<file path="src/rtl/ir_select_decoder.sv">
// Register-select decoder: latches the IR, picks Ra/Rb/Rc on request and drives one-hot enables.
// Optional macro SELENC_R0_ZERO_EN: ba_out on R0 drives zero_out instead of r_out_en.
module ir_select_decoder #(
  parameter int NREGS = 16,
  parameter int CW    = 19
) (
  input  logic             clk,
  input  logic             clr,
  input  logic [31:0]      ir_in,
  input  logic             ir_ld,
  input  logic             req,
  input  logic             gra,
  input  logic             grb,
  input  logic             grc,
  input  logic             r_in,
  input  logic             r_out,
  input  logic             ba_out,
  output logic [NREGS-1:0] r_in_en,
  output logic [NREGS-1:0] r_out_en,
  output logic             zero_out,
  output logic [31:0]      c_sext,
  output logic [4:0]       opcode,
  output logic             ack,
  output logic             sel_err,
  output logic             load_err
);

  localparam int IW = $clog2(NREGS);

  typedef enum logic [1:0] {IDLE, DECODE, HOLD} state_t;

  state_t           state;
  state_t           state_nxt;
  logic [31:0]      ir;
  logic [2:0]       sel_q;
  logic             r_in_q;
  logic             r_out_q;
  logic             ba_q;
  logic [IW-1:0]    idx;
  logic [IW-1:0]    field;
  logic             sel_ok;
  logic [NREGS-1:0] idx_hot;
  logic [NREGS-1:0] in_en_d;
  logic [NREGS-1:0] out_en_d;
  logic             zero_d;
  logic             ack_d;

  assign sel_ok  = $onehot({gra, grb, grc});
  assign c_sext  = {{(32-CW){ir[CW-1]}}, ir[CW-1:0]};
  assign opcode  = ir[31:27];
  assign idx_hot = {{(NREGS-1){1'b0}}, 1'b1} << idx;

  always_comb begin
    case (sel_q)
      3'b100:  field = ir[26 -: IW];
      3'b010:  field = ir[22 -: IW];
      default: field = ir[18 -: IW];
    endcase
  end

  always_ff @(posedge clk) begin
    if (clr) state <= IDLE;
    else     state <= state_nxt;
  end

  always_comb begin
    state_nxt = state;
    case (state)
      IDLE:    if (req && sel_ok) state_nxt = DECODE;
      DECODE:  state_nxt = HOLD;
      HOLD:    if (!req) state_nxt = IDLE;
      default: state_nxt = IDLE;
    endcase
  end

  // IR, selector and flags only move in IDLE so a request sees a stable instruction.
  always_ff @(posedge clk) begin
    if (clr) begin
      ir       <= '0;
      sel_q    <= '0;
      r_in_q   <= 1'b0;
      r_out_q  <= 1'b0;
      ba_q     <= 1'b0;
      idx      <= '0;
      sel_err  <= 1'b0;
      load_err <= 1'b0;
    end else begin
      if (ir_ld && state == IDLE) ir <= ir_in;
      if (ir_ld && state != IDLE) load_err <= 1'b1;
      sel_err <= (state == IDLE) && req && !sel_ok;
      if (state == IDLE && req && sel_ok) begin
        sel_q   <= {gra, grb, grc};
        r_in_q  <= r_in;
        r_out_q <= r_out;
        ba_q    <= ba_out;
      end
      if (state == DECODE) idx <= field;
    end
  end

  always_comb begin
    in_en_d  = '0;
    out_en_d = '0;
    zero_d   = 1'b0;
    ack_d    = 1'b0;
    if (state == HOLD && req) begin
      ack_d = 1'b1;
      if (r_in_q) in_en_d = idx_hot;
`ifdef SELENC_R0_ZERO_EN
      if (ba_q && idx == '0) zero_d = 1'b1;
      else if (r_out_q || ba_q) out_en_d = idx_hot;
`else
      if (r_out_q || ba_q) out_en_d = idx_hot;
`endif
    end
  end

  // Registered enables give the extra edge of latency and a one-edge release.
  always_ff @(posedge clk) begin
    if (clr) begin
      r_in_en  <= '0;
      r_out_en <= '0;
      zero_out <= 1'b0;
      ack      <= 1'b0;
    end else begin
      r_in_en  <= in_en_d;
      r_out_en <= out_en_d;
      zero_out <= zero_d;
      ack      <= ack_d;
    end
  end

endmodule
</file>
<file path="config.mk">
export PLATFORM = sky130hd
export DESIGN_NAME = ir_select_decoder
export DESIGN_NICKNAME = d
export VERILOG_FILES = /design/src/rtl/ir_select_decoder.sv
export SDC_FILE = /design/constraint.sdc
export NUM_CORES = 1
export LEC_CHECK = 0
export ABC_AREA = 1
export CAP_MARGIN = 20
export CORE_ASPECT_RATIO = 0.7
export CORE_MARGIN = 5
export CORE_UTILIZATION = 56
export DETAILED_ROUTE_END_ITERATION = 8
export DONT_BUFFER_PORTS = 1
export PLACE_DENSITY = 0.74
export SETUP_SLACK_MARGIN = 0.5
export SYNTH_ARGS = -nofsm -noshare
export SYNTH_HDL_FRONTEND = slang
export SYNTH_SLANG_ARGS = --single-unit
</file>
<file path="constraint.sdc">
create_clock -name clk -period 1.2 [get_ports clk]
set_input_delay 0.18 -clock clk [delete_from_list [all_inputs] [get_ports clk]]
set_output_delay 0.18 -clock clk [all_outputs]
set_load 0.01 [all_outputs]
</file>
=== Word-level counts from Yosys, hierarchy flattened ===
Cells that the tools add are included.

* Add/sub/neg operators: 2
* $mul: 0
* Divide/modulo/power cells: 0
* $lt $le $gt $ge: 0
* Equal/unequal tests: 7
* Shift-type cells: 1
* Mux-type cells: 5
* Bitwise operators: 3
* Reductions and logical operators: 14

{| class="wikitable"
|+ Operators by type and width
! operator !! number
|-
| left shift 1 x 4 -> 16 bit, first input constant || 1
|-
| case mux 4 bit (2 select lines) || 1
|-
| logical AND 1 bit || 7
|-
| case mux 2 bit (3 select lines) || 1
|-
| OR reduction 3 bit || 2
|-
| equality test 2 x 1 -> 1 bit, second input constant || 2
|-
| 2-to-1 mux 2 bit || 2
|-
| != test 2 bit, second input constant || 2
|-
| equality test 3 x 2 -> 1 bit, second input constant || 1
|-
| equality test 3 bit, second input constant || 1
|-
| NOT 1 bit || 3
|-
| adder 1 x 1 -> 2 bit || 1
|-
| adder 2 x 1 -> 2 bit || 1
|-
| equality test 2 bit, second input constant || 1
|-
| zero test 2 bit || 1
|-
| AND reduction 2 bit || 1
|-
| nonzero test 2 bit || 1
|-
| zero test 1 bit || 1
|-
| logical OR 1 bit || 1
|-
| 2-to-1 mux 1 bit || 1
|}

* Register bits after elaboration: 79
* Latch bits: 0
* RAM bits: 0
* Bits in read-only memories: 0
* Memories kept: 0

=== Logic depth before layout (Yosys ltp) ===
* Depth in word-level cells: 6
* Depth in mapped cells: 8

=== Worst setup path before layout ===
No wires, ideal clock.

* Path type: input -> register
* Start: in gra
* End: reg sel_q[2]
* Library setup time: 0.065 ns
* Data arrival time: 1.228 ns
* Required time: 1.135 ns
* Setup slack: -0.093 ns
* Stages on the path: 7
* Cell sequence: inv_1 > fa_1 > nor2_1 > nand3_2 > inv_1 > nor2_1 > nor2_1

* Word-level cells in the longest chain between the ends: 3

{| class="wikitable"
|+ RTL lines
! element !! RTL line !! source
|-
| from (decl) || 12 || <nowiki>input logic gra,</nowiki>
|-
| adder 2 x 1 -> 2 bit (implied by the code) || 48 || <nowiki>assign sel_ok = $onehot({gra, grb, grc});</nowiki>
|-
| equality test 2 x 1 -> 1 bit || 48 ||
|-
| logical AND 1 bit || 91 || <nowiki>if (state == IDLE && req && sel_ok) begin</nowiki>
|-
| to (signal assigned) || 92 || <nowiki>sel_q <= {gra, grb, grc};</nowiki>
|-
| to (decl) || 35 || <nowiki>logic [2:0] sel_q;</nowiki>
|}

Parallel ways exist; a longest one is shown, timed or not.
A chain may end at the register's enable or synchronous reset.

=== Final worst setup path ===
* Start: reg state[1]
* End: reg ir[16]

* Word-level cells in the longest chain between the ends: 2

{| class="wikitable"
|+ RTL lines
! element !! RTL line !! source
|-
| from (decl) || 32 || <nowiki>state_t state;</nowiki>
|-
| from (signal assigned) || 63 || <nowiki>else state <= state_nxt;</nowiki>
|-
| zero test 2 bit || 88 || <nowiki>if (ir_ld && state == IDLE) ir <= ir_in;</nowiki>
|-
| logical AND 1 bit || 88 ||
|-
| to (signal assigned) || 88 ||
|-
| to (decl) || 34 || <nowiki>logic [31:0] ir;</nowiki>
|}

Every way passes these cells.

==> out/results.tsv <==
stage	metric	value	unit
global_route	grt_pass1_vias	2238	
critical_path	crit_path_end_kind	register	
clocking	clkTransAtPathRegs	80	ps
critical_path	slowest_delay	350	ps
clocking	numClockSinks	79	
final_layout	final_layout_size_suffix_gt1_share	42.4	%
route	remaining_drc_errors	0	
worst_hold_path	hold_class	in2reg	
power	p_per_area	1520	nW/µm²
power	p_int	4.48	mW
logic_synthesis	synth.most_common_cell	nor2_1	
die	dieArea	7020	µm²
logic_synthesis	synthesis.instances	359	
place	gp_congestion	0.829	
clocking	cts_buffers	9	
die	ios	115	
logic_synthesis	ys_warn_count	0	
timing	min_period	1160	ps
critical_path	reg2reg_slack	40	ps
timing	setup_ws	41.8	ps
place	io_buffers	0	
timing	drv_slew	0	
clocking	cts_htree_levels	3	
die	die_h	71.6	µm
critical_path	worstRegToRegCells	5	
route	wl_per_cell	16.4	µm
timing	hold_viol	0	
power	clkPwrFrac	40.4	%
global_route	grt_pass1_wl	11600	µm
final_layout	nets	418	
route	antenna_left	0	
logic_synthesis	synth_top_area_cell	dfxtp_1	
final_layout	fin_area	3930	µm²
die	die_w	98.0	µm
critical_path	crit_slowest_cell	dfxtp_2	
logic_synthesis	synth.top_cell.area_share	52.1	%
critical_path	cp_max_fo	30	
route	drt_iter0_drc	115	
global_route	grt_max_degree	31	
power	vdd_drop_max	1.05	mV
logic_synthesis	yosys.cell_types.count	23	
critical_path	cp-start-kind	register	
logic_synthesis	ys.flop_type	dfxtp_1	
power	cellLeakagePower	1.45	nW
die	rows	22	
clocking	cts_tree	built	
place	post-dp-hpwl	4350	µm
timing	rsz0062_at_grt	true	
critical_path	crit_chain	nor2_4, nand2_4, buf_12, o21ai_0, a21oi_1	
logic_synthesis	synth_top_cells_by_count	nor2_1, dfxtp_1, buf_4, o21ai_1, nand4_1	
logic_synthesis	async_flop_share	0	%
logic_synthesis	synth.area.top_cells	dfxtp_1, nor2_1, buf_4	
die	initial_core_util	57.7	%
critical_path	arrival	1400	ps
route	drt_wl_total	7410	µm
place	placed_area	2890	µm²
critical_path	timing_worst_setup_path_type	reg2reg	
timing	finalSetupViolations	0	
final_layout	nFillCells	370	
final_layout	seq_area	1680	µm²
place	post-place-ws	-137	ps
final_layout	syn2layout_area_growth	29.5	%
final_layout	multi_input_area	1230	µm²
global_route	track_usage	21.1	%
power	combPwrFrac	11.0	%
critical_path	cp_num_buf_inv	1	
logic_synthesis	syn_avg_cell_area	8.46	µm²
global_route	grt_overflow	0	
clocking	clk_path_buf_depth	2	
logic_synthesis	synth_seq_cells	79	
critical_path	worst_ep_required_time	1440	ps
job	maxCapViolations	0	
clocking	clock_latency	350	ps
clocking	cts-root-buf	clkbuf_8	
power	swShare	25.0	%
logic_synthesis	ys_seq_area_share	52.1	%
logic_synthesis	synth_edf_count	0	
timing	max_clock_freq	863	MHz
power	switching_power	1.49	mW
route	via_per_inst	5.17	
power	seqPwrFrac	48.6	%
die	core_area	5260	µm²
critical_path	cpLargestDelayFamily	flip-flops	
timing	skew	6.93	ps
route	dr.pass1.iters	4	
critical_path	worst-path-stages	5	
worst_hold_path	holdPathStages	2	
final_layout	antenna_cells	0	
logic_synthesis	synth_nets	402	
timing	min_period_over_period	96.5	%
status	outcome	complete, no violations	
route	vias	2337	
timing	holdWs	15.9	ps
logic_synthesis	netlist_area	3040	µm²
global_route	antenna_found_initial	0	
routing by layer:
layer | share of wire (%) | global-route usage, %
met5 | 0 | 0
met4 | 1.4 | 5.22
met3 | 9.5 | 9.14
met2 | 47 | 32.4
met1 | 43 | 27.6
cells by family (layout without fill, tap and decap cells):
logic type      count (synthesis)  after routing  share of synthesized area (%)
fa+ha+maj                       1              1                          0.660
buf+inv                        72             91                           15.0
simple gates                  157            158                           23.7
other cells                     1              1                          0.124
flops                          79             79                           52.1
compound gates                 49             50                           8.45
metrics by stage:
| step | TNS (ps) | power (mW) | std cells | util (%) |
|---|---|---|---|---|
| floorplan | -248 | 3.42 | 359 | - |
| global placement | -503 | 3.37 | 388 | 55.0 |
| detailed placement | -697 | 3.40 | 388 | 55.0 |
| CTS | 0 | 5.94 | 444 | 70.8 |
| global route | 0 | 6.23 | 452 | 74.8 |
| finish | 0 | 5.97 | 452 | 74.8 |
power groups by stage:
stage / registers [mW] / clock network (mW) / logic [mW]
after CTS: 2.90 / 2.45 / 0.593
after global placement: 2.93 / 0 / 0.442
after floorplan: 2.87 / 0 / 0.545
final: 2.90 / 2.41 / 0.658
after global routing: 2.92 / 2.58 / 0.733
after detailed placement: 2.93 / 0 / 0.462
worst reg2reg max path: cells and delay by family, from the launching register on:
| kind | cells | cell delay [ps] |
|---|---|---|
| buf+inv | 1 | 180 |
| flops | 1 | 350 |
| simple gates | 2 | 300 |
| compound gates | 2 | 220 |
path summary, 6_finish.rpt:
check | start | endpoint
max | state[1] | ir[16]
max reg2reg | state[1] | ir[16]
min | ir_in[17] | ir[17]
min reg2reg | ir[20] | ir[20]
registers in the layout, indices dropped and copies added (netlist names):
register  cells
idx           4
ir           32
ack           1
r_in_q        1
state         2
r_out_q       1
r_out_en     16
sel_q         3
load_err      1
ba_q          1
sel_err       1
r_in_en      16
final cells by class:
type	instances	share of cell area (%)
Tap cell	72	2.29
Clock inverter	5	2.13
Multi-Input combinational cell	210	31.4
Clock buffer	11	4.42
Inverter	19	2.26
Timing Repair Buffer	56	14.7
Sequential cell	79	42.8
what timing repair did:
action                     4_1_cts  5_1_grt
setup buffers                    4        5
hold buffers                    34        3
hold endpoints to repair        35        3
gates cloned                     2        0
setup endpoints to repair      151      151
pin swaps                       10       10
gates resized for setup         87       45
cell usage in the layout (no fill, tap or decap), types with 4 or more instances in the layout:
master	instances
o21ai_1	25
clkbuf_8	9
buf_4	11
inv_1	10
inv_2	6
o21ai_0	6
nand4_1	20
dfxtp_2	57
nor2_1	89
o21ai_2	11
a21oi_1	4
nand3_1	10
dfxtp_1	14
buf_6	4
dlygate4sd3_1	37
nor2_4	17
buf_12	4
nor2_2	14
dfxtp_4	8
Note: power is estimated with default switching activity, not from simulation.
